**src/rtl/uart_pkg.sv**
```systemverilog
// Shared UART definitions used by both the transmitter and the receiver.
package uart_pkg;

  localparam int DEFAULT_SYS_FREQ = 11900000;
  localparam int DEFAULT_BAUD     = 9600;
  localparam int BYTE_W           = 8;

  typedef enum logic [1:0] {
    IDLE  = 2'd0,
    START = 2'd1,
    DATA  = 2'd2,
    STOP  = 2'd3
  } tx_state_t;

  // Integer division: the residual baud error is accepted by both ends.
  function automatic int clks_per_bit(input int sys_freq, input int baud);
    return sys_freq / baud;
  endfunction

endpackage

```
**src/rtl/uart_tx_fifo_if.sv**
```systemverilog
// Valid/ready byte stream feeding the buffered UART transmitter.
interface uart_tx_fifo_if;
  import uart_pkg::*;

  logic [BYTE_W-1:0] in_data;
  logic              in_valid;
  logic              in_ready;

  modport master (output in_data, output in_valid, input in_ready);
  modport slave  (input in_data, input in_valid, output in_ready);
endinterface

```
**src/rtl/byte_fifo.sv**
```systemverilog
// Synchronous byte FIFO; the head entry is readable combinationally.
module byte_fifo
  import uart_pkg::*;
#(
  parameter int DEPTH = 8
) (
  input  logic                   hwclk,
  input  logic                   reset,
  input  logic                   wr_en,
  input  logic [BYTE_W-1:0]      wr_data,
  input  logic                   rd_en,
  output logic [BYTE_W-1:0]      rd_data,
  output logic [$clog2(DEPTH):0] count,
  output logic                   full,
  output logic                   empty
);

  localparam int AW = $clog2(DEPTH);

  logic [AW:0]       wr_ptr_r;
  logic [AW:0]       rd_ptr_r;
  logic [BYTE_W-1:0] mem_r [DEPTH];
  logic              wr_ok_s;
  logic              rd_ok_s;

  // The extra pointer MSB separates full from empty when the indices match.
  assign count   = wr_ptr_r - rd_ptr_r;
  assign full    = (count == (AW+1)'(DEPTH));
  assign empty   = (count == {(AW+1){1'b0}});
  assign wr_ok_s = wr_en && !full;
  assign rd_ok_s = rd_en && !empty;
  assign rd_data = mem_r[rd_ptr_r[AW-1:0]];

  // Pointer update
  always_ff @(posedge hwclk) begin
    if (reset) begin
      wr_ptr_r <= {(AW+1){1'b0}};
      rd_ptr_r <= {(AW+1){1'b0}};
    end else begin
      if (wr_ok_s) wr_ptr_r <= wr_ptr_r + (AW+1)'(1);
      if (rd_ok_s) rd_ptr_r <= rd_ptr_r + (AW+1)'(1);
    end
  end

  // Storage write
  always_ff @(posedge hwclk) begin
    if (wr_ok_s) mem_r[wr_ptr_r[AW-1:0]] <= wr_data;
  end

endmodule

```
**src/rtl/uart_tx_fifo.sv**
```systemverilog
// Buffered 8N1/8N2 UART transmitter: byte FIFO in front of a start/data/stop serialiser.
module uart_tx_fifo
  import uart_pkg::*;
#(
  parameter int SYS_FREQ     = DEFAULT_SYS_FREQ,
  parameter int BAUD         = DEFAULT_BAUD,
  parameter int CLKS_PER_BIT = clks_per_bit(SYS_FREQ, BAUD),
  parameter int FIFO_DEPTH   = 8,
  parameter int STOP_BITS    = 1
) (
  input  logic                        hwclk,
  input  logic                        reset,
  uart_tx_fifo_if.slave               in_if,
  output logic                        tx_data,
  output logic                        tx_busy,
  output logic [$clog2(FIFO_DEPTH):0] fifo_count,
  output logic                        drop
);

  localparam int CW = $clog2(STOP_BITS * CLKS_PER_BIT);
  localparam logic [CW-1:0] BIT_LAST  = CW'(CLKS_PER_BIT - 1);
  localparam logic [CW-1:0] STOP_LAST = CW'(STOP_BITS * CLKS_PER_BIT - 1);

  tx_state_t         state_r, next_state_s;
  logic [CW-1:0]     cnt_r, cnt_next_s;
  logic [2:0]        bit_idx_r, bit_idx_next_s;
  logic [BYTE_W-1:0] shift_reg_r, shift_next_s;
  logic              tx_data_r, tx_next_s;
  logic              tx_busy_r;
  logic              drop_r;
  logic              pop_s;
  logic [BYTE_W-1:0] head_s;
  logic              full_s;
  logic              empty_s;

  byte_fifo #(.DEPTH(FIFO_DEPTH)) u_fifo (
    .hwclk   (hwclk),
    .reset   (reset),
    .wr_en   (in_if.in_valid),
    .wr_data (in_if.in_data),
    .rd_en   (pop_s),
    .rd_data (head_s),
    .count   (fifo_count),
    .full    (full_s),
    .empty   (empty_s)
  );

  assign in_if.in_ready = !full_s;
  assign tx_data        = tx_data_r;
  assign tx_busy        = tx_busy_r;
  assign drop           = drop_r;

  // Next state, next line level and pop decision; the line value is registered.
  always_comb begin
    next_state_s   = state_r;
    cnt_next_s     = cnt_r + CW'(1);
    bit_idx_next_s = bit_idx_r;
    shift_next_s   = shift_reg_r;
    tx_next_s      = 1'b1;
    pop_s          = 1'b0;
    case (state_r)
      IDLE: begin
        cnt_next_s = {CW{1'b0}};
        if (!empty_s) begin
          pop_s        = 1'b1;
          shift_next_s = head_s;
          next_state_s = START;
          tx_next_s    = 1'b0;
        end else begin
          tx_next_s = 1'b1;
        end
      end
      START: begin
        if (cnt_r == BIT_LAST) begin
          next_state_s   = DATA;
          cnt_next_s     = {CW{1'b0}};
          bit_idx_next_s = 3'd0;
          tx_next_s      = shift_reg_r[0];
        end else begin
          tx_next_s = 1'b0;
        end
      end
      DATA: begin
        tx_next_s = shift_reg_r[0];
        if (cnt_r == BIT_LAST) begin
          cnt_next_s = {CW{1'b0}};
          if (bit_idx_r == 3'd7) begin
            next_state_s = STOP;
            tx_next_s    = 1'b1;
          end else begin
            bit_idx_next_s = bit_idx_r + 3'd1;
            shift_next_s   = {1'b0, shift_reg_r[BYTE_W-1:1]};
            tx_next_s      = shift_reg_r[1];
          end
        end else begin
          tx_next_s = shift_reg_r[0];
        end
      end
      STOP: begin
        tx_next_s = 1'b1;
        if (cnt_r == STOP_LAST) begin
          cnt_next_s = {CW{1'b0}};
          if (!empty_s) begin
            pop_s        = 1'b1;
            shift_next_s = head_s;
            next_state_s = START;
            tx_next_s    = 1'b0;
          end else begin
            next_state_s = IDLE;
          end
        end else begin
          tx_next_s = 1'b1;
        end
      end
      default: begin
        next_state_s = IDLE;
        cnt_next_s   = {CW{1'b0}};
        tx_next_s    = 1'b1;
      end
    endcase
  end

  // State, timing and output registers
  always_ff @(posedge hwclk) begin
    if (reset) begin
      state_r     <= IDLE;
      cnt_r       <= {CW{1'b0}};
      bit_idx_r   <= 3'd0;
      shift_reg_r <= {BYTE_W{1'b0}};
      tx_data_r   <= 1'b1;
      tx_busy_r   <= 1'b0;
      drop_r      <= 1'b0;
    end else begin
      state_r     <= next_state_s;
      cnt_r       <= cnt_next_s;
      bit_idx_r   <= bit_idx_next_s;
      shift_reg_r <= shift_next_s;
      tx_data_r   <= tx_next_s;
      tx_busy_r   <= (next_state_s != IDLE);
      drop_r      <= in_if.in_valid && full_s;
    end
  end

endmodule

```
**src/flat_wrapper.sv**
```systemverilog
// flat-port wrapper written by rule: the top's interface ports become plain ports
module uart_tx_fifo_flat import uart_pkg::*;
#(
  parameter int SYS_FREQ     = DEFAULT_SYS_FREQ,
  parameter int BAUD         = DEFAULT_BAUD,
  parameter int CLKS_PER_BIT = clks_per_bit(SYS_FREQ, BAUD),
  parameter int FIFO_DEPTH   = 8,
  parameter int STOP_BITS    = 1
)
  (hwclk, reset, tx_data, tx_busy, fifo_count, drop, in_if_in_data, in_if_in_valid, in_if_in_ready);
  uart_tx_fifo_if in_if_i ();
  input  logic hwclk;
  input  logic reset;
  output logic tx_data;
  output logic tx_busy;
  output logic [$clog2(FIFO_DEPTH):0] fifo_count;
  output logic drop;
  input wire logic [$bits(in_if_i.in_data)-1:0] in_if_in_data;
  input wire logic [$bits(in_if_i.in_valid)-1:0] in_if_in_valid;
  output wire logic [$bits(in_if_i.in_ready)-1:0] in_if_in_ready;
  assign in_if_i.in_data = in_if_in_data;
  assign in_if_i.in_valid = in_if_in_valid;
  assign in_if_in_ready = in_if_i.in_ready;
  uart_tx_fifo #(.SYS_FREQ(SYS_FREQ), .BAUD(BAUD), .CLKS_PER_BIT(CLKS_PER_BIT), .FIFO_DEPTH(FIFO_DEPTH), .STOP_BITS(STOP_BITS)) u_core (.hwclk(hwclk), .reset(reset), .in_if(in_if_i), .tx_data(tx_data), .tx_busy(tx_busy), .fifo_count(fifo_count), .drop(drop));
endmodule
```
**config.mk**
```make
export PLATFORM = sky130hd
export DESIGN_NAME = uart_tx_fifo_flat
export DESIGN_NICKNAME = d
export VERILOG_FILES = /design/src/rtl/uart_pkg.sv /design/src/rtl/uart_tx_fifo_if.sv /design/src/rtl/byte_fifo.sv /design/src/rtl/uart_tx_fifo.sv /design/src/flat_wrapper.sv
export SDC_FILE = /design/constraint.sdc
export NUM_CORES = 1
export LEC_CHECK = 0
export ABC_AREA = 1
export BUFFER_PORTS_ARGS = -buffer_cell sky130_fd_sc_hd__buf_2
export CAP_MARGIN = 20
export CORE_ASPECT_RATIO = 0.6
export CORE_UTILIZATION = 55
export DETAILED_ROUTE_END_ITERATION = 12
export PLACE_DENSITY = 0.75
export SLEW_MARGIN = 30
export SYNTH_ARGS = -nofsm -noshare
export SYNTH_HDL_FRONTEND = slang
export SYNTH_SLANG_ARGS = --single-unit
export TNS_END_PERCENT = 20
```
**constraint.sdc**
```tcl
create_clock -name hwclk -period 2.3 [get_ports hwclk]
set_clock_uncertainty 0.1 [all_clocks]
set_input_delay 0.23 -clock hwclk [delete_from_list [all_inputs] [get_ports hwclk]]
set_output_delay 0.23 -clock hwclk [all_outputs]
set_load 0.01 [all_outputs]
```
; ---- Word level (Yosys, flattened, before mapping)
; Memories as Yosys holds them, arrays and structs flattened. A register that Yosys moved wholly into a read port is not among the register bits.
; Index checks and enable logic that the tools add are counted.
[totals]
reg_bits = 35
ram_bits = 64
input_bits = 11
output_inout_bits = 8
word_cells = 69
mem_count = 1
[memory_table]
columns = memory, depth, word_bits, rd, rd_ports_with_merged_regs, write_ports, line
row1 = u_core.u_fifo.mem_r, 8, 8, 1, 1, 1, byte_fifo.sv:22  ; logic [BYTE_W-1:0] mem_r [DEPTH];
[classes]
addsub = 5
n_eq_ne = 10
mux = 31
reduce_logical = 13
[op_table]
columns = operator, count
row1 = two-way mux 8 bit, 4
row2 = one-hot mux 8 bit (3 select lines), 1
row3 = one-hot mux 11 bit (2 select lines), 1
row4 = two-way mux 3 bit, 5
row5 = "adder 11 x 1 -> 11 bit, second input constant", 1
row6 = "== test 11 bit, second input constant", 1
row7 = two-way mux 11 bit, 1
row8 = two-way mux 1 bit, 10
row9 = two-way mux 2 bit, 5
row10 = "adder 4 x 1 -> 4 bit, second input constant", 2
row11 = one-hot mux 2 bit (4 select lines), 1
row12 = AND reduction 4 bit, 2
row13 = "!= test 2 x 1 -> 1 bit, second input constant", 3
row14 = one-hot mux 3 bit (2 select lines), 1
row15 = "== test 2 bit, second input constant", 2
row16 = "== test 4 bit, second input constant", 1
row17 = logical NOT 4 bit, 1
row18 = one-hot mux 1 bit (4 select lines), 1
row19 = nonzero test 2 bit, 2
row20 = subtractor 4 bit, 1
row21 = "adder 3 x 1 -> 3 bit, second input constant", 1
row22 = "== test 3 bit, second input constant", 1
row23 = logical AND 1 bit, 3
row24 = nonzero test 3 bit, 1
row25 = other kinds (6), 7

; ---- Longest topological paths before layout
; Gate-level depths: netlist of the first run.
[depth]
depth_word = 8
depth_mapped = 14
ltp_nobuf = 14

; ---- Hierarchy
; From an unflattened synthesis of the first run, not the netlist that was laid out.
[hier_totals]
hier_cells = 507
area_unflattened_um2 = 4684.5
[by_module_without_submodules]
columns = mod, n_inst, cells_per_inst, area_per_inst_um2, seq_area_each_um2
row1 = byte_fifo, 1, 299, 3193.1, 2142.1
row2 = uart_tx_fifo, 1, 208, 1491.4, 540.5

; ---- Least setup slack after synthesis of the first run
; No wires, ideal clock.
[synth_path]
kind = register to register
startpoint = register u_core.u_fifo.wr_ptr_r[0]
endpoint = memory u_core.u_fifo.mem_r[6][0] (enable)
setup_ns = 0.383
arrival_ns = 2.271
required_ns = 1.817
slack_ns = -0.454
path_stages_with_launch = 12
path_buffers = 0
period_less_slack_ns = 2.754
cell_sequence = dfxtp_1 -> inv_1 -> ha_1 -> inv_1 -> fa_1 -> nand2_1 -> inv_1 -> nor2_1 -> nor2_2 -> nand2_2 -> nand3_1 -> nor3_1
[synth_between]
elab_chain_cells = 6
[synth_rtl]
columns = item, line
row1 = from (decl), byte_fifo.sv:20  ; logic [AW:0] wr_ptr_r;
row2 = from (signal assigned), byte_fifo.sv:37  ; wr_ptr_r <= {(AW+1){1'b0}};
row3 = from (signal assigned), byte_fifo.sv:40  ; if (wr_ok_s) wr_ptr_r <= wr_ptr_r + (AW+1)'(1);
row4 = subtractor 4 bit, byte_fifo.sv:27  ; assign count = wr_ptr_r - rd_ptr_r;
row5 = named net fifo_count[2], flat_wrapper.sv:16  ; output logic [$clog2(FIFO_DEPTH):0] fifo_count;
row6 = == test 4 bit, byte_fifo.sv:28  ; assign full = (count == (AW+1)'(DEPTH));
row7 = logical NOT 1 bit, n/a
row8 = named net in_if_in_ready, flat_wrapper.sv:20  ; output wire logic [$bits(in_if_i.in_ready)-1:0] in_if_in_ready;
row9 = logical AND 1 bit, byte_fifo.sv:30  ; assign wr_ok_s = wr_en && !full;
row10 = two-way mux 1 bit, byte_fifo.sv:47  ; if (wr_ok_s) mem_r[wr_ptr_r[AW-1:0]] <= wr_data;
row11 = two-way mux 1 bit (implied by the code), byte_fifo.sv:47
row12 = to (decl), byte_fifo.sv:22
; The timed path passes the listed nets, and every way through them passes these cells.

; ---- Worst setup path in the final report of the first run
[layout_path]
startpoint = register u_core.u_fifo.wr_ptr_r[0]
endpoint = memory u_core.u_fifo.mem_r[3][7] (enable)
[layout_between]
elab_chain_cells = 6
[layout_rtl]
columns = item, line
row1 = subtractor 4 bit, byte_fifo.sv:27
row2 = == test 4 bit, byte_fifo.sv:28
row3 = logical NOT 1 bit, byte_fifo.sv:30
row4 = logical AND 1 bit, byte_fifo.sv:30
row5 = two-way mux 1 bit, byte_fifo.sv:47
row6 = two-way mux 1 bit (implied by the code), byte_fifo.sv:47
; Several ways; a longest one is shown, not always the timed one.

==> results of run 1 <==
[worst max path at each step]
stage                     depth (start not counted)                   endpoint                      start
after floorplan                                  11  u_core.u_fifo.mem_r[6][0]  u_core.u_fifo.wr_ptr_r[0]
after global placement                           13  u_core.u_fifo.mem_r[1][5]  u_core.u_fifo.wr_ptr_r[0]
after detailed placement                         13  u_core.u_fifo.mem_r[1][5]  u_core.u_fifo.wr_ptr_r[0]
after CTS                                        13  u_core.u_fifo.mem_r[5][5]  u_core.u_fifo.wr_ptr_r[0]
after global routing                             13  u_core.u_fifo.mem_r[3][7]  u_core.u_fifo.wr_ptr_r[0]
final                                            13  u_core.u_fifo.mem_r[3][7]  u_core.u_fifo.wr_ptr_r[0]
[synth_stat cells, types with 6 or more instances]
library cell	instances
or2_2	13
edfxtp_1	64
dfxtp_1	38
inv_1	47
o21ai_0	25
nor2_1	52
nand2_1	108
nand2_2	6
clkbuf_1	6
buf_2	6
nand3_1	59
ha_1	14
a21oi_1	27
nor3_1	8
[stage by stage]
step / power (mW) / instances / setup TNS, ps / utilization, %
final: 6.58 / 657 / -180 / 68.8
after global routing: 7.02 / 657 / -1130 / 68.8
after CTS: 6.44 / 654 / 0 / 67.6
after detailed placement: 4.83 / 637 / -797 / 63.4
after global placement: 4.76 / 637 / 0 / 63.4
after floorplan: 4.15 / 510 / 0 / -
[metal layers]
| layer | track usage (%) | wire (µm) |
|---|---|---|
| met1 | 35.0 | 4910 |
| met2 | 36.8 | 4450 |
| met3 | 6.99 | 640 |
| met4 | 7.13 | 146 |
| met5 | 0 | 0 |
[layout by cell type, fill, tap and decap left out, types with 6 or more instances in the layout]
master,n
nor2_4,9
o21ai_0,25
buf_4,14
a21oi_1,26
inv_1,42
buf_12,7
nand2_1,107
clkbuf_16,10
nor2_1,42
edfxtp_1,64
buf_2,18
dfxtp_1,37
inv_2,6
nor3_1,7
or2_2,13
ha_1,13
nand3_1,57
[area by class of cell]
class | instances | share of cell area [%]
Sequential cell | 102 | 48.4
Multi-Input combinational cell | 342 | 34.0
Timing Repair Buffer | 39 | 6.04
Clock buffer | 13 | 4.89
Inverter | 50 | 3.47
Tap cell | 108 | 2.44
Clock inverter | 3 | 0.767
[where the power goes]
group	leakage [nW]	switching (mW)	internal [mW]
Sequential	0.892	0.159	2.21
Combinational	1.14	1.64	1.01
Clock	0.151	0.630	0.938
[timing repair]
| item | CTS | global route |
|---|---|---|
| pin swaps | 1 | 7 |
| cloned | 0 | 0 |
| setup buffers | 1 | 3 |
| endpoints found under the setup margin | 24 | 80 |
| resized for setup | 2 | 17 |
[kinds of logic (layout without fill, tap and decap cells)]
| family | Yosys count | after routing |
|---|---|---|
| AOI/OAI and AO/OA | 60 | 60 |
| xor gates and xnor gates | 2 | 2 |
| adders and majority gates | 15 | 15 |
| buffers and inverters | 66 | 105 |
| DFF | 102 | 102 |
| and+or+nand+nor | 265 | 265 |
[state kept, by name (all words and copies together) (netlist names), named ones only]
signal	flops
u_core.shift_reg_r	8
u_core.drop	1
u_core.u_fifo.rd_ptr_r	4
u_core.tx_data	1
u_core.state_r	2
u_core.u_fifo.wr_ptr_r	4
u_core.cnt_r	11
u_core.u_fifo.mem_r	64
u_core.bit_idx_r	3
u_core.tx_busy	1
==> results.md, run 1 <==
* PnR worst setup slack at -23.8 ps
* Setup CP Type: flip-flop to flip-flop
* Max VDD drop at 0.837 mV
* FF-to-FF End: u_core.u_fifo.mem_r[3][7]
* Multi-input gate area at 1890 µm²
* Yosys warning total at 0
* Crit start category: flip-flop
* Post-synthesis cell area at 4700 µm²
* Post-Synthesis Net Count at 536
* Initial Util at 58.3%
* CP top delay family: simple AND/OR/NAND/NOR gates
* Global Route Usage Sum at 24.6%
* Hold EP: u_core.u_fifo.mem_r[5][7]
* Worst r2r path cells at 13
* Standard-cell row count at 25
* PortBufs at 18
* Vias/cell at 5.48
* MaxCap Viol Count at 0
* Drc violations at 0
* Buf/Inv on CP at 4
* Failing checks: negative setup slack
* Synth unique cells at 37
* Area occupied by registers at 2690 µm²
* Drt pass-1 iters at 5
* Post-synthesis sequential area ratio at 57.1%
* CP cell instances: inv_4 > ha_4 > inv_2 > fa_2 > nand2_2 > inv_2 > nor2_4 > nor2_4 > nand2_4 > nand2_4 > nor2_4 > inv_4 > nor2_4
* Post-Synth Simple-Gate Area at 26.0%
* Die height at 73.6 µm
* CP max stage cell: fa_2
* Slew HR at 59.8%
* RSZ-0062 raised after global routing: true
* Post-synthesis mux area share at 0%
* Hold Crit Class: input port to flip-flop
* Root buffer cell: clkbuf_16
* IO Pins at 19
* Critical Path AT at 2250 ps
* Vias in the first global route at 3,385
* Synth Area in Compound Gates at 6.65%
* Initial antenna violation count at 0
* DIE WIDTH at 121 µm
* ANT nets after route at 0
* Hpwl dp at 7110 µm
* Area Overhead vs Synth at 18.0%
* Largest net degree at the start of global routing at 26
* Synth top area share at 40.9%
* Hold Slack at 69.0 ps
* Ys flop type: edfxtp_1
* Combinational family with the most area after synthesis: simple AND/OR/NAND/NOR gates
* CTS Sinks at 102
* Pre-CTS setup slack at -60.6 ps
* Hold depth at 1
* First-pass GRT wire length at 16,400 µm
* Reg2Reg Setup Slack at -20 ps
* Worst-path clk slew at 60 ps
* Core area at 8070 µm²
* Worst-margin pin slew at 603 ps
* Tcrit/Tclk final at 101%
* Average wire per standard cell at 15.4 µm
* Yosys top cell by area: edfxtp_1
* Fin. Hold Viols at 0
* Largest fanout on the critical path at 8
* Reg2reg start: u_core.u_fifo.wr_ptr_r[0]
* DR iter-0 viols at 363
* FFs w/ async S/R, synth at 0%
* Total number of vias at 3,603
* Xor-xnor portion of the synthesized cell area at 0.373%
* TritonCTS clock tree: yes
* Placed Area at 5110 µm²
* Final wirelength at 10,100 µm
* GP Congestion at 0.913
* Nets at 570
* CP max stage delay at 400 ps
* PD cells at 1190 nW/µm²
* Post-synthesis adder-cell area fraction at 4.15%
* H-tree levels at 3
* Setup crit end kind: flip-flop
* Worst-skew pair later-pin latency at 340 ps
* # fillers at 601
* Fraction of layout cells with a size suffix above 1 at 19.9%
* Fin. max-slew vios at 0
* Most frequent CP cell: nor2_4
* Remaining Overflow, GRT at 0
* Top cells by area, synth: edfxtp_1 41%, dfxtp_1 16%, nand2_1 8.6%
* Area of the die at 8930 µm²
* Status: finished, violations left
* #FFs+latches synth at 102
* CTS buffer count at 9
* Average size of a mapped cell at 9.22 µm²
* Synth Instances at 510
* # hold bufs at CTS at 0
* Final setup fails at 8
* Req. time, crit path at 2220 ps
* Final instance area at 5550 µm²
* Worst hold start: in_if_in_data[7]
* Final min period at 2320 ps
* Number of synthesized flops with an enable pin at 64
* CTS max path bufs at 2
* Max Clk Rate at 0.430 GHz
* Ant diodes at 0
* Lkg Pwr at 2.18 nW
Note: power is estimated with default switching activity, not from simulation.
==> run 2: changes to the inputs <==
--- a/config.mk
+++ b/config.mk
@@ -8,7 +8,7 @@
 export ABC_AREA = 1
 export BUFFER_PORTS_ARGS = -buffer_cell sky130_fd_sc_hd__buf_2
 export CAP_MARGIN = 20
-export CORE_ASPECT_RATIO = 0.6
+export CORE_ASPECT_RATIO = 0.5
 export CORE_UTILIZATION = 55
 export DETAILED_ROUTE_END_ITERATION = 12
 export PLACE_DENSITY = 0.75
==> results.md, run 2 (synthesis results as in run 1) <==
* Status: finished clean (was finished, violations left)
* Fin. max-slew vios at 0 (unchanged)
* Comb pwr share at 40.8% (was 40.2%)
* Lkg Pwr at 2.14 nW (was 2.18 nW)
* Worst-skew pair later-pin latency at 350 ps (was 340 ps)
* Most frequent CP cell: nor2_4 (unchanged)
* Vias/cell at 5.29 (was 5.48)
* Root buffer cell: clkbuf_16 (unchanged)
* Area of the die at 8950 µm² (was 8930 µm²)
* Critical Path AT at 2200 ps (was 2250 ps)
* Initial antenna violation count at 0 (unchanged)
* TritonCTS clock tree: yes (unchanged)
* CTS Sinks at 102 (unchanged)
* Die height at 67.4 µm (was 73.6 µm)
* Final min period at 2280 ps (was 2320 ps)
* Ant diodes at 0 (unchanged)
* Total number of vias at 3,483 (was 3,603)
* MaxCap Viol Count at 0 (unchanged)
* Hold Slack at 77.0 ps (was 69.0 ps)
* Largest fanout on the critical path at 8 (unchanged)
* IO Pins at 19 (unchanged)
* Initial Util at 57.7% (was 58.3%)
* CTS buffer count at 9 (unchanged)
* DIE WIDTH at 133 µm (was 121 µm)
* Standard-cell row count at 23 (was 25)
* Commonest non-fill, non-tap cells in the layout: 105 x nand2_1, 64 x edfxtp_1, 56 x nand3_1 (was 107 x nand2_1, 64 x edfxtp_1, 57 x nand3_1)
* Largest net degree at the start of global routing at 26 (unchanged)
* Final wirelength at 9620 µm (was 10,100 µm)
* Crit start category: flip-flop (unchanged)
* Worst-margin pin slew at 547 ps (was 603 ps)
* DR iter-0 viols at 286 (was 363)
* Vias in the first global route at 3,131 (was 3,385)
* Setup CP Type: flip-flop to flip-flop (unchanged)
* Cell count after placement at 643 (was 637)
* Req. time, crit path at 2230 ps (was 2220 ps)
* CP cell instances: inv_2 > ha_4 > inv_2 > fa_2 > nand2_2 > inv_2 > nor2_4 > nor2_4 > nand2_4 > nand2_4 > nor2_4 > inv_4 > nor2_4 (was inv_4 > ha_4 > inv_2 > fa_2 > nand2_2 > inv_2 > nor2_4 > nor2_4 > nand2_4 > nand2_4 > nor2_4 > inv_4 > nor2_4)
* Drc violations at 0 (unchanged)
* Hpwl dp at 6720 µm (was 7110 µm)
* Max Clk Rate at 0.439 GHz (was 0.430 GHz)
* RSZ-0062 raised after global routing: true (unchanged)
* Fraction of layout cells with a size suffix above 1 at 21.0% (was 19.9%)
* Nets at 569 (was 570)
* Area Overhead vs Synth at 15.6% (was 18.0%)
* Commonest non-fill, non-tap cell in the layout: nand2_1 (unchanged)
* CTS max path bufs at 2 (unchanged)
* Fin. Hold Viols at 0 (unchanged)
* H-tree levels at 3 (unchanged)
* CP top delay family: simple AND/OR/NAND/NOR gates (unchanged)
* PortBufs at 18 (unchanged)
* Average wire per standard cell at 14.6 µm (was 15.4 µm)
* Reg power frac at 37.4% (was 36.0%)
* Global Route Usage Sum at 22.8% (was 24.6%)
* Psw at 2.40 mW (was 2.42 mW)
* Worst-path clk slew at 70 ps (was 60 ps)
* CP max stage delay at 370 ps (was 400 ps)
* ANT nets after route at 0 (unchanged)
* Max VDD drop at 0.570 mV (was 0.837 mV)
* Switching share of power at 38.2% (was 36.8%)
* PD cells at 1150 nW/µm² (was 1190 nW/µm²)
* Internal Power at 3.88 mW (was 4.16 mW)
* Max reg flops at 64 (unchanged)
* GP Congestion at 0.833 (was 0.913)
* Slew HR at 63.5% (was 59.8%)
* Clock power frac at 21.8% (was 23.8%)
* Remaining Overflow, GRT at 0 (unchanged)
* Tcrit/Tclk final at 99.0% (was 101%)
* First-pass GRT wire length at 15,100 µm (was 16,400 µm)
* Core area at 8140 µm² (was 8070 µm²)
* Setup crit end kind: flip-flop (unchanged)
* # hold bufs at CTS at 0 (unchanged)
* Hold Crit Class: input port to flip-flop (unchanged)
* CP max stage cell: fa_2 (unchanged)
* Buf/Inv on CP at 4 (unchanged)
* Final setup fails at 0 (was 8)
* Finished Layout Cells at 659 (was 657)
* Drt pass-1 iters at 5 (unchanged)
==> run 2: cell count changes in the layout (fill, tap and decap cells not counted), moves of 2 or more <==
cell | before | now
buf_4 | 14 | 17
nand3_2 | 3 | 5
nand2_2 | 4 | 7
clkinv_4 | 0 | 2
dfxtp_1 | 37 | 34
nor2_4 | 9 | 7
dfxtp_2 | 0 | 4
nand2_1 | 107 | 105
buf_12 | 7 | 3
nor2_2 | 4 | 6
==> run 2: layout make-up <==
cell class              count  area [µm²]
fillers                   633        2710
flip-flops and latches    102        2690
multi-input cells         342        1880
repair buffers             38         278
clock buffers              10         229
inverters                  50         190
well taps                 112         140
clock inverters             5        37.5
==> run 2: stage by stage <==
stage	TNS [ps]	power, mW	utilization (%)	cell area, µm²	setup WS (ps)
CTS	0	6.17	66.0	5380	35.9
detailed placement	0	4.81	62.7	5110	53.5
global route	-1120	6.70	66.8	5440	-71.3
finish	0	6.28	66.8	5440	23.9
global placement	0	4.74	62.7	5110	103
floorplan	0	4.15	-	4780	39.3
==> run 2: per-layer routing <==
metal | wire, µm | GRT usage, % | up-vias
met2 | 4470 | 38.5 | 85
met4 | 99 | 7.61 | 0
met3 | 584 | 6.23 | 13
met1 | 4470 | 29.0 | 1623
met5 | 0 | 0 | -
li1 | - | - | 1762
==> run 2: worst paths after layout <==
path | slack, ps | start | cells after the start | end
worst min-delay path | 80 | in_if_in_data[3] | 1 | u_core.u_fifo.mem_r[2][3]
worst max register to register | 20 | u_core.u_fifo.wr_ptr_r[0] | 13 | u_core.u_fifo.mem_r[5][5]
worst max-delay path | 20 | u_core.u_fifo.wr_ptr_r[0] | 13 | u_core.u_fifo.mem_r[5][5]
worst min register to register | 370 | u_core.cnt_r[0] | 1 | u_core.cnt_r[0]
==> run 2: power by group through the flow <==
stage	combinational [mW]	clock (mW)	sequential, mW
finish	2.56	1.37	2.35
detailed placement	2.43	0	2.38
global placement	2.38	0	2.37
CTS	2.45	1.38	2.34
global route	2.87	1.46	2.37
floorplan	1.79	0	2.36
==> run 2: repair_timing <==
item,4_1_cts,5_1_grt
resized for setup,0,20
endpoints found under the setup margin,0,40
buffers inserted,0,1
==> run 3: changes to the inputs <==
--- a/config.mk
+++ b/config.mk
@@ -9,9 +9,9 @@
 export BUFFER_PORTS_ARGS = -buffer_cell sky130_fd_sc_hd__buf_2
 export CAP_MARGIN = 20
 export CORE_ASPECT_RATIO = 0.5
-export CORE_UTILIZATION = 55
+export CORE_UTILIZATION = 61
 export DETAILED_ROUTE_END_ITERATION = 12
-export PLACE_DENSITY = 0.75
+export PLACE_DENSITY = 0.79
 export SLEW_MARGIN = 30
 export SYNTH_ARGS = -nofsm -noshare
 export SYNTH_HDL_FRONTEND = slang
==> constraint.sdc (replaced) <==
create_clock -name hwclk -period 2.24 [get_ports hwclk]
set_clock_uncertainty 0.1 [all_clocks]
set_input_delay 0.224 -clock hwclk [delete_from_list [all_inputs] [get_ports hwclk]]
set_output_delay 0.224 -clock hwclk [all_outputs]
set_load 0.01 [all_outputs]
==> results.md, run 3 (synthesis results as in run 1) <==
* H-tree levels at 3 (unchanged)
* Drt pass-1 iters at 4 (was 5)
* First-pass GRT wire length at 16,300 µm (was 15,100 µm)
* Status: finished clean (unchanged)
* Total number of vias at 3,544 (was 3,483)
* Worst-margin pin slew at 578 ps (was 547 ps)
* Top Layer Used: met4 (unchanged)
* Fin. max-slew vios at 0 (unchanged)
* Placed Area at 5090 µm² (was 5110 µm²)
* Worst-skew pair later-pin latency at 340 ps (was 350 ps)
* Ant diodes at 0 (unchanged)
* Pre-CTS setup slack at -23.3 ps (was 53.5 ps)
* Crit start category: flip-flop (unchanged)
* Root buffer cell: clkbuf_16 (unchanged)
* Drc violations at 0 (unchanged)
* Req. time, crit path at 2170 ps (was 2230 ps)
* Nets at 567 (was 569)
* Power after layout at 6.64 mW (was 6.28 mW)
* Final instance area at 5450 µm² (was 5440 µm²)
* Wl on met1 at 4380 µm (was 4470 µm)
* Max Clk Rate at 0.453 GHz (was 0.439 GHz)
* Initial antenna violation count at 0 (unchanged)
* Hold Slack at 73.7 ps (was 77.0 ps)
* Fin. Hold Viols at 0 (unchanged)
* Final wirelength at 9900 µm (was 9620 µm)
* Fraction of layout cells with a size suffix above 1 at 20.0% (was 21.0%)
* PD cells at 1220 nW/µm² (was 1150 nW/µm²)
* CP max stage cell: dfxtp_2 (was fa_2)
* Vias in the first global route at 3,399 (was 3,131)
* Final min period at 2210 ps (was 2280 ps)
* Worst-path clk slew at 70 ps (about the same)
* Critical Path AT at 2140 ps (was 2200 ps)
* Setup crit end kind: flip-flop (unchanged)
* Finished Layout Cells at 642 (was 659)
* Max VDD drop at 0.582 mV (was 0.570 mV)
* Lkg Pwr at 2.16 nW (was 2.14 nW)
* Cell count after placement at 625 (was 643)
* Setup TNS at 0 ps (unchanged)
* PortBufs at 18 (unchanged)
* Commonest non-fill, non-tap cell in the layout: nand2_1 (unchanged)
* MaxCap Viol Count at 0 (unchanged)
* Area Overhead vs Synth at 15.9% (was 15.6%)
* Largest fanout on the critical path at 8 (unchanged)
* CP cell instances: inv_4 > ha_4 > inv_2 > fa_2 > nand2_2 > inv_2 > nor2_4 > nor2_4 > nand2_4 > nand2_4 > nor2_2 > inv_2 > nor2_4 (was inv_2 > ha_4 > inv_2 > fa_2 > nand2_2 > inv_2 > nor2_4 > nor2_4 > nand2_4 > nand2_4 > nor2_4 > inv_4 > nor2_4)
* Met3 routed WL at 611 µm (was 584 µm)
* TritonCTS clock tree: yes (unchanged)
* Final Util at 73.6% (was 66.8%)
* Hpwl dp at 6810 µm (was 6720 µm)
* Final setup fails at 0 (unchanged)
* CP max stage delay at 350 ps (was 370 ps)
* Area of the die at 8080 µm² (was 8950 µm²)
* Die height at 64.1 µm (was 67.4 µm)
* # fillers at 511 (was 633)
* Remaining Overflow, GRT at 0 (unchanged)
* CTS Sinks at 102 (unchanged)
* Average wire per standard cell at 15.4 µm (was 14.6 µm)
* Slew HR at 61.4% (was 63.5%)
* DR iter-0 viols at 414 (was 286)
* Met2 WL post-DR at 4800 µm (was 4470 µm)
* CTS max path bufs at 2 (unchanged)
* Standard-cell row count at 22 (was 23)
* CTS buffer count at 9 (unchanged)
* DIE WIDTH at 126 µm (was 133 µm)
* Vias/cell at 5.52 (was 5.29)
* IO Pins at 19 (unchanged)
* Tcrit/Tclk final at 98.4% (was 99.0%)
* Global Route Usage Sum at 26.6% (was 22.8%)
* ANT nets after route at 0 (unchanged)
* Core area at 7400 µm² (was 8140 µm²)
* Max reg flops at 64 (unchanged)
* Largest net degree at the start of global routing at 26 (unchanged)
* Setup CP Type: flip-flop to flip-flop (unchanged)
* PnR worst setup slack at 34.9 ps (was 23.9 ps)
* RSZ-0062 raised after global routing: true (unchanged)
* Commonest non-fill, non-tap cells in the layout: 107 x nand2_1, 64 x edfxtp_1, 57 x nand3_1 (was 105 x nand2_1, 64 x edfxtp_1, 56 x nand3_1)
* GP Congestion at 0.851 (was 0.833)
* Hold Crit Class: input port to flip-flop (unchanged)
* Initial Util at 63.5% (was 57.7%)
run 3: changes by cell type in the layout (fill, tap and decap cells not counted), sizes merged:
cell      change
bufinv        +1
inv           +3
clkbuf        -1
clkinv        -1
clkinvlp      -1
buf           -2
run 3: cell type report:
cell class              instances  area (µm²)  area share, %
clock buffers                   9         225           4.13
well taps                      96         120           2.20
repair buffers                 36         267           4.89
inverters                      50         190           3.49
multi-input cells             342        1870           34.4
flip-flops and latches        102        2690           49.3
clock inverters                 7        86.3           1.58
run 3: timing repair:
item / in CTS / in global routing
gates resized for setup: 3 / 6
setup buffers: 0 / 1
hold buffers: 0 / 0
setup endpoints to repair: 28 / 66
pin swaps: 1 / 4
endpoints found under the hold margin: 0 / 0
run 3: routing by layer:
metal | global-route usage, % | vias to the layer above
li1 | - | 1774
met5 | 0 | -
met2 | 46.8 | 82
met4 | 6.17 | 0
met3 | 6.78 | 11
met1 | 33.4 | 1677
run 3: final timing paths:
path	start	to	slack [ps]	cells after the start
setup / recovery	u_core.u_fifo.wr_ptr_r[0]	u_core.u_fifo.mem_r[3][1]	30	13
hold / removal	in_if_in_data[6]	u_core.u_fifo.mem_r[2][6]	70	1
setup reg to reg	u_core.u_fifo.wr_ptr_r[0]	u_core.u_fifo.mem_r[3][1]	30	13
hold reg to reg	u_core.cnt_r[0]	u_core.cnt_r[0]	370	1
run 3: worst max-delay path, delay by kind of cell (launching register included):
family,cells,cell delay [ps]
AND/OR/NAND/NOR,7,740
adder cells (fa/ha/maj),2,470
flip-flops,1,350
buffers and inverters,4,240
run 3: power by group:
group | internal (mW) | switching (mW) | leakage [nW]
Combinational | 0.938 | 1.68 | 1.11
Clock | 0.890 | 0.718 | 0.150
Sequential | 2.27 | 0.139 | 0.892
